**src/rtl/ldm_stm_sequencer_if.sv**
```systemverilog
// Decode-side inputs, memory req/ack handshake and register-file/writeback controls.
// Defining LDM_ABORT_EN adds mem_abort (into the sequencer) and abort (out of it).
interface ldm_stm_sequencer_if #(parameter int ADDR_W = 32);
  logic              start;
  logic [15:0]       reg_list;
  logic              ldm_p;
  logic              ldm_u;
  logic              ldm_s;
  logic              ldm_w;
  logic              ldm_l;
  logic [3:0]        base_reg;
  logic [ADDR_W-1:0] base_addr;
  logic              busy;
  logic              mem_req;
  logic              mem_we;
  logic [ADDR_W-1:0] mem_addr;
  logic              mem_ack;
  logic [3:0]        xfer_reg;
  logic              rf_we;
  logic              user_bank;
  logic              wb_en;
  logic [ADDR_W-1:0] wb_data;
  logic              spsr_restore;
  logic              done;
`ifdef LDM_ABORT_EN
  logic              mem_abort;
  logic              abort;
`endif

  modport master (
`ifdef LDM_ABORT_EN
    input  mem_abort,
    output abort,
`endif
    input  start, reg_list, ldm_p, ldm_u, ldm_s, ldm_w, ldm_l, base_reg, base_addr, mem_ack,
    output busy, mem_req, mem_we, mem_addr, xfer_reg, rf_we, user_bank, wb_en, wb_data,
           spsr_restore, done
  );

  modport slave (
`ifdef LDM_ABORT_EN
    output mem_abort,
    input  abort,
`endif
    output start, reg_list, ldm_p, ldm_u, ldm_s, ldm_w, ldm_l, base_reg, base_addr, mem_ack,
    input  busy, mem_req, mem_we, mem_addr, xfer_reg, rf_we, user_bank, wb_en, wb_data,
           spsr_restore, done
  );
endinterface

```
**src/rtl/ldm_stm_sequencer.sv**
```systemverilog
// LDM/STM block-transfer sequencer: one word per listed register, ascending order.
// Optional transfer abort is enabled by defining LDM_ABORT_EN.
//
// state  | meaning
// IDLE   | waiting for start, busy low
// CALC   | count registers, form first address and writeback value
// XFER   | one req/ack transfer per remaining register
// DONE   | one-cycle completion, writeback / SPSR restore strobes
module ldm_stm_sequencer #(parameter int ADDR_W = 32) (
  input  logic                 clk,
  input  logic                 rst,
  ldm_stm_sequencer_if.master  bus
);
  localparam logic [ADDR_W-1:0] WORD = ADDR_W'(4);

  typedef enum logic [1:0] {S_IDLE, S_CALC, S_XFER, S_DONE} state_t;

  state_t            state_q;
  logic [15:0]       list_q, rem_q, rem_d;
  logic              p_q, u_q, s_q, w_q, l_q;
  logic [3:0]        base_reg_q;
  logic [ADDR_W-1:0] base_q;
  logic              busy_q, mem_req_q, mem_we_q, user_bank_q, wb_en_q, spsr_q, done_q;
  logic [ADDR_W-1:0] mem_addr_q, wb_data_q;
  logic [3:0]        xfer_reg_q;
  logic [ADDR_W-1:0] n4, first_addr;
`ifdef LDM_ABORT_EN
  logic              abort_q;
`endif

  function automatic logic [4:0] popcount(input logic [15:0] v);
    logic [4:0] c;
    c = 5'd0;
    for (int i = 0; i < 16; i++) c = c + 5'(v[i]);
    return c;
  endfunction

  function automatic logic [3:0] lowest(input logic [15:0] v);
    logic [3:0] r;
    r = 4'd0;
    for (int i = 15; i >= 0; i--) if (v[i]) r = 4'(i);
    return r;
  endfunction

  always_comb begin
    n4    = ADDR_W'(popcount(list_q)) << 2;
    rem_d = rem_q & ~(16'd1 << xfer_reg_q);
    first_addr = base_q;
    case ({p_q, u_q})
      2'b01:   first_addr = base_q;
      2'b11:   first_addr = base_q + WORD;
      2'b00:   first_addr = base_q - n4 + WORD;
      default: first_addr = base_q - n4;
    endcase
  end

  always_ff @(posedge clk) begin
    if (rst) begin
      state_q     <= S_IDLE;
      list_q      <= '0;
      rem_q       <= '0;
      {p_q, u_q, s_q, w_q, l_q} <= '0;
      base_reg_q  <= '0;
      base_q      <= '0;
      busy_q      <= 1'b0;
      mem_req_q   <= 1'b0;
      mem_we_q    <= 1'b0;
      mem_addr_q  <= '0;
      xfer_reg_q  <= '0;
      user_bank_q <= 1'b0;
      wb_en_q     <= 1'b0;
      wb_data_q   <= '0;
      spsr_q      <= 1'b0;
      done_q      <= 1'b0;
`ifdef LDM_ABORT_EN
      abort_q     <= 1'b0;
`endif
    end else begin
      case (state_q)
        S_IDLE: begin
          if (bus.start) begin
            list_q      <= bus.reg_list;
            p_q         <= bus.ldm_p;
            u_q         <= bus.ldm_u;
            s_q         <= bus.ldm_s;
            w_q         <= bus.ldm_w;
            l_q         <= bus.ldm_l;
            base_reg_q  <= bus.base_reg;
            base_q      <= bus.base_addr;
            busy_q      <= 1'b1;
            user_bank_q <= bus.ldm_s & ~(bus.ldm_l & bus.reg_list[15]);
            state_q     <= S_CALC;
          end
        end
        S_CALC: begin
          wb_data_q <= u_q ? base_q + n4 : base_q - n4;
          if (list_q == 16'd0) begin
            done_q  <= 1'b1;
            state_q <= S_DONE;
          end else begin
            rem_q      <= list_q;
            mem_req_q  <= 1'b1;
            mem_we_q   <= ~l_q;
            mem_addr_q <= first_addr & ~ADDR_W'(3);
            xfer_reg_q <= lowest(list_q);
            state_q    <= S_XFER;
          end
        end
        S_XFER: begin
`ifdef LDM_ABORT_EN
          if (bus.mem_abort) begin
            mem_req_q <= 1'b0;
            mem_we_q  <= 1'b0;
            abort_q   <= 1'b1;
            done_q    <= 1'b1;
            state_q   <= S_DONE;
          end else
`endif
          if (bus.mem_ack) begin
            rem_q <= rem_d;
            if (rem_d == 16'd0) begin
              mem_req_q <= 1'b0;
              mem_we_q  <= 1'b0;
              done_q    <= 1'b1;
              // an LDM that reloads its own base keeps the loaded value
              wb_en_q   <= w_q & ~(l_q & list_q[base_reg_q]);
              spsr_q    <= s_q & l_q & list_q[15];
              state_q   <= S_DONE;
            end else begin
              mem_addr_q <= mem_addr_q + WORD;
              xfer_reg_q <= lowest(rem_d);
            end
          end
        end
        default: begin
          busy_q      <= 1'b0;
          done_q      <= 1'b0;
          wb_en_q     <= 1'b0;
          spsr_q      <= 1'b0;
          user_bank_q <= 1'b0;
          mem_addr_q  <= '0;
          xfer_reg_q  <= '0;
`ifdef LDM_ABORT_EN
          abort_q     <= 1'b0;
`endif
          state_q     <= S_IDLE;
        end
      endcase
    end
  end

  assign bus.busy         = busy_q;
  assign bus.mem_req      = mem_req_q;
  assign bus.mem_we       = mem_we_q;
  assign bus.mem_addr     = mem_addr_q;
  assign bus.xfer_reg     = xfer_reg_q;
  assign bus.user_bank    = user_bank_q;
  assign bus.wb_en        = wb_en_q;
  assign bus.wb_data      = wb_data_q;
  assign bus.spsr_restore = spsr_q;
  assign bus.done         = done_q;
`ifdef LDM_ABORT_EN
  assign bus.abort        = abort_q;
  assign bus.rf_we        = mem_req_q & bus.mem_ack & l_q & ~bus.mem_abort;
`else
  assign bus.rf_we        = mem_req_q & bus.mem_ack & l_q;
`endif
endmodule

```
**src/flat_wrapper.sv**
```systemverilog
// flat-port wrapper written by rule: the top's interface ports become plain ports
module ldm_stm_sequencer_flat 
#(parameter int ADDR_W = 32)
  (clk, rst, bus_start, bus_reg_list, bus_ldm_p, bus_ldm_u, bus_ldm_s, bus_ldm_w, bus_ldm_l, bus_base_reg, bus_base_addr, bus_mem_ack, bus_busy, bus_mem_req, bus_mem_we, bus_mem_addr, bus_xfer_reg, bus_rf_we, bus_user_bank, bus_wb_en, bus_wb_data, bus_spsr_restore, bus_done);
  ldm_stm_sequencer_if #(.ADDR_W(ADDR_W)) bus_i ();
  input  logic clk;
  input  logic rst;
  input wire logic [$bits(bus_i.start)-1:0] bus_start;
  input wire logic [$bits(bus_i.reg_list)-1:0] bus_reg_list;
  input wire logic [$bits(bus_i.ldm_p)-1:0] bus_ldm_p;
  input wire logic [$bits(bus_i.ldm_u)-1:0] bus_ldm_u;
  input wire logic [$bits(bus_i.ldm_s)-1:0] bus_ldm_s;
  input wire logic [$bits(bus_i.ldm_w)-1:0] bus_ldm_w;
  input wire logic [$bits(bus_i.ldm_l)-1:0] bus_ldm_l;
  input wire logic [$bits(bus_i.base_reg)-1:0] bus_base_reg;
  input wire logic [$bits(bus_i.base_addr)-1:0] bus_base_addr;
  input wire logic [$bits(bus_i.mem_ack)-1:0] bus_mem_ack;
  output wire logic [$bits(bus_i.busy)-1:0] bus_busy;
  output wire logic [$bits(bus_i.mem_req)-1:0] bus_mem_req;
  output wire logic [$bits(bus_i.mem_we)-1:0] bus_mem_we;
  output wire logic [$bits(bus_i.mem_addr)-1:0] bus_mem_addr;
  output wire logic [$bits(bus_i.xfer_reg)-1:0] bus_xfer_reg;
  output wire logic [$bits(bus_i.rf_we)-1:0] bus_rf_we;
  output wire logic [$bits(bus_i.user_bank)-1:0] bus_user_bank;
  output wire logic [$bits(bus_i.wb_en)-1:0] bus_wb_en;
  output wire logic [$bits(bus_i.wb_data)-1:0] bus_wb_data;
  output wire logic [$bits(bus_i.spsr_restore)-1:0] bus_spsr_restore;
  output wire logic [$bits(bus_i.done)-1:0] bus_done;
  assign bus_i.start = bus_start;
  assign bus_i.reg_list = bus_reg_list;
  assign bus_i.ldm_p = bus_ldm_p;
  assign bus_i.ldm_u = bus_ldm_u;
  assign bus_i.ldm_s = bus_ldm_s;
  assign bus_i.ldm_w = bus_ldm_w;
  assign bus_i.ldm_l = bus_ldm_l;
  assign bus_i.base_reg = bus_base_reg;
  assign bus_i.base_addr = bus_base_addr;
  assign bus_i.mem_ack = bus_mem_ack;
  assign bus_busy = bus_i.busy;
  assign bus_mem_req = bus_i.mem_req;
  assign bus_mem_we = bus_i.mem_we;
  assign bus_mem_addr = bus_i.mem_addr;
  assign bus_xfer_reg = bus_i.xfer_reg;
  assign bus_rf_we = bus_i.rf_we;
  assign bus_user_bank = bus_i.user_bank;
  assign bus_wb_en = bus_i.wb_en;
  assign bus_wb_data = bus_i.wb_data;
  assign bus_spsr_restore = bus_i.spsr_restore;
  assign bus_done = bus_i.done;
  ldm_stm_sequencer #(.ADDR_W(ADDR_W)) u_core (.clk(clk), .rst(rst), .bus(bus_i));
endmodule
```
**config.mk**
```make
export PLATFORM = sky130hd
export DESIGN_NAME = ldm_stm_sequencer_flat
export DESIGN_NICKNAME = d
export VERILOG_FILES = /design/src/rtl/ldm_stm_sequencer_if.sv /design/src/rtl/ldm_stm_sequencer.sv /design/src/flat_wrapper.sv
export SDC_FILE = /design/constraint.sdc
export NUM_CORES = 1
export LEC_CHECK = 0
export BUFFER_PORTS_ARGS = -buffer_cell sky130_fd_sc_hd__buf_2
export CORE_MARGIN = 2
export CORE_UTILIZATION = 60
export CTS_BUF_LIST = sky130_fd_sc_hd__clkbuf_16
export DETAILED_ROUTE_END_ITERATION = 8
export PLACE_DENSITY = 0.84
export REMOVE_ABC_BUFFERS = 1
export SKIP_CTS_REPAIR_TIMING = 1
export SLEW_MARGIN = 20
export SYNTH_ARGS = -nofsm -noshare
export SYNTH_HDL_FRONTEND = slang
export SYNTH_SLANG_ARGS = --single-unit
export TNS_END_PERCENT = 1
```
**constraint.sdc**
```tcl
create_clock -name clk -period 8.3 [get_ports clk]
set_input_delay 0.415 -clock clk [delete_from_list [all_inputs] [get_ports clk]]
set_output_delay 0.415 -clock clk [all_outputs]
set_load 0.005 [all_outputs]
```
==> summary.txt <==
Timing
  • Final setup viols: 0
  • Fin crit period: between 7000 and 8000 ps
  • Unrepaired setup endpoints after global routing: no
  • Fin Setup TNS: 0 ps
  • Pins over their slew limit: 0
  • Final setup skew: 10.3 ps
  • Fin. Hold Viols: 0
  • FMAX: 0.135 GHz
  • Rel. slew slack: 0.209
  • Final worst setup slack: 912 ps
  • Slew @ Worst Pin: between 1000 and 1500 ps
  • Period utilisation layout: 0.890

Min path
  • Hold Path Class: in2reg
  • Hold path cells: 3
  • Worst Hold End: u_core.list_q[5]
  • Min-delay src: bus_reg_list[5]

Logic synthesis
  • Top FF cell, synth: dfxtp_1
  • Sequential area share after synthesis: 0.267
  • Cell taking the most area after synthesis: dfxtp_1
  • Synth top area share: 0.267
  • Synthesis-stage register bit count: 148
  • Synth Area per Inst: ~7.4 sq um
  • Library cells used by synthesis: 91
  • Mapped Area: 11100 sq um
  • Synth area leaders: dfxtp_1 (27%), nand2_1 (7.5%), a21oi_1 (7.3%)
  • Post-synth EDFFs: 0
  • Cells after Synth: 1507
  • Async set-reset flop share out of synthesis: 0
  • Synth warn: 0

Finish
  • Final instance area: about 12000 sq um
  • Inserted Diodes: 0
  • Share of cells above drive strength 1: 0.141
  • Most frequent cells in the layout: nand2_1 (222), a21oi_1 (162), dfxtp_1 (148)
  • Register area: 2960 sq um
  • Synth-to-Final Area Change: 10.8%
  • Filler cell count in the final layout: around 1600
  • Final nets: 1667
  • Area used by multi-input combinational logic: 7460 sq um
  • Most common cell after layout, fill and taps aside: nand2_1

Detailed routing
  • WL final: 34400 um
  • Via/cell ratio: 6.47
  • Vias: 11705
  • Residual DRC count: 0
  • Drt first pass iters: 6
  • Iteration-0 DRC Markers: 1446
  • DRT antenna net count: 0
  • Wirelength per Cell: 19.0 um

Critical path
  • Setup crit end kind: flip-flop
  • Critical Path Fanout Max: 11
  • CP Class: reg2reg
  • Critical path data arrival time: 7710 ps
  • Worst EP required: 8620 ps
  • R2r endpoint: u_core.bus.mem_addr[27]
  • FF-to-FF path depth: 20
  • Crit path launch type: flip-flop
  • Internal reg-to-reg setup slack: 910 ps
  • R2R Path Start: u_core.list_q[0]

Status
  • Status: complete, no violations

Floorplanning
  • Core region area: 18000 sq um
  • Cell Rows: 49
  • Starting Density: 0.615
  • Vert. Die Dim: 140 um
  • Die ar.: 19600 sq um
  • I/O pins: around 140
  • Die span in x: 140 um

Pwr
  • Final total power: roughly 5500 uW
  • Pwr/cell area: 444 nW/um^2
  • Maximum VDD drop: between 0.4 and 0.5 mV
  • Leak Pwr: 0.00479 uW

Placed design
  • Final RePlAce weighted congestion: 0.962
  • Input/output buffers: between 100 and 150
  • Pre-CTS WS: about 1100 ps
  • Detailed Place HPWL: between 20000 and 25000 um
  • Placed cell areas: 11700 sq um

Flow run
  • Max-Cap Viols: 0

GRT
  • Largest net degree at the start of global routing: 58
  • GRT Overall Usage: 0.342
  • First-pass GRT wire length: 54700 um
  • Initial antenna violation count: 0
  • Grt ovf: 0
  • Vias in the first global route: 10667

Clock tree
  • Clk sink count: 148
  • TritonCTS clock tree: built
  • H-tree depth: 4
  • Clock slew at reported path FFs: 70 ps
  • Cts bufs inserted: 17
  • Worst-Skew Late Latency: 440 ps
  • Clock Root Buffer: clkbuf_16
  • Clock tree buffer depth: 2
==> how the worst max path moves through the flow <==
stage,startpoint,end,cells past startpoint,slack [ps]
after floorplan,u_core.list_q[0],u_core.bus.mem_addr[22],20,1710
after global placement,u_core.list_q[0],u_core.bus.mem_addr[27],20,1210
after detailed placement,u_core.list_q[0],u_core.bus.mem_addr[23],20,1060
after CTS,u_core.list_q[0],u_core.bus.mem_addr[23],20,990
after global routing,u_core.list_q[0],u_core.bus.mem_addr[30],23,510
final,u_core.list_q[0],u_core.bus.mem_addr[27],20,910
==> logic make-up (layout without fill, tap and decap cells) <==
| kind of cell | Yosys count | in the layout | synth area share |
|---|---|---|---|
| AND/OR/NAND/NOR | 606 | 606 | 0.271 |
| AO/OA/AOI/OAI | 422 | 422 | 0.231 |
| buffers and inverters | 157 | 229 | 0.0617 |
| flip-flops | 148 | 148 | 0.267 |
| XOR/XNOR | 94 | 94 | 0.0742 |
| multiplexers | 40 | 40 | 0.0424 |
| adder cells (fa/ha/maj) | 39 | 39 | 0.0521 |
| other | 1 | 2 | 0.000338 |
==> stage by stage <==
stage               hold WS (ps)   util  cells
floorplan                    426      -   1399
global placement             445  0.648   1777
detailed placement           452  0.648   1777
CTS                          209  0.681   1809
global route                 210  0.682   1809
finish                       211  0.682   1809
==> layout make-up <==
cell class | count | area share
clock inverters | 15 | 0.0146
well taps | 229 | 0.0233
inverters | 48 | 0.0147
repair buffers | 149 | 0.0640
clock buffers | 17 | 0.0346
multi-input cells | 1203 | 0.608
flip-flops and latches | 148 | 0.241
==> Yosys cell counts, types with 29 or more instances <==
| library cell | number |
|---|---|
| xnor2_1 | 61 |
| dfxtp_1 | 148 |
| nor3_1 | 44 |
| clkbuf_1 | 80 |
| a21oi_1 | 162 |
| mux2i_1 | 29 |
| nand2_1 | 223 |
| xor2_1 | 33 |
| nor2_1 | 116 |
| nand3_1 | 48 |
| inv_1 | 46 |
| o21ai_0 | 97 |
==> routing by layer <==
| metal | track usage | wire (um) | part of all wire | up-vias |
|---|---|---|---|---|
| li1 | - | - | - | 5510 |
| met1 | 0.465 | 14500 | 0.42 | 5479 |
| met2 | 0.542 | 15600 | 0.45 | 645 |
| met3 | 0.0691 | 3360 | 0.098 | 71 |
| met4 | 0.122 | 943 | 0.027 | 0 |
| met5 | 0 | 0 | 0 | - |
==> worst max-delay path, cell delays in order, from the launching register on <==
cell and delay [ps]:
dfxtp_1 490, inv_1 80, ha_1 290, inv_1 50, fa_1 510, fa_1 520
fa_1 550, fa_1 430, fa_1 420, fa_1 410, xnor2_1 170, ha_1 410
nor2_1 110, o311a_1 500, or4_1 560, a222oi_1 510, nand4_1 330, and4bb_2 480
nand2_1 90, xor2_1 150, a31o_1 220
==> power breakdown <==
group          switching, uW  leakage [uW]  internal [uW]
logic                   2220       0.00328           1380
registers                191       0.00120            842
clock network            342      0.000305            477
(Power assumes the default switching activity.)
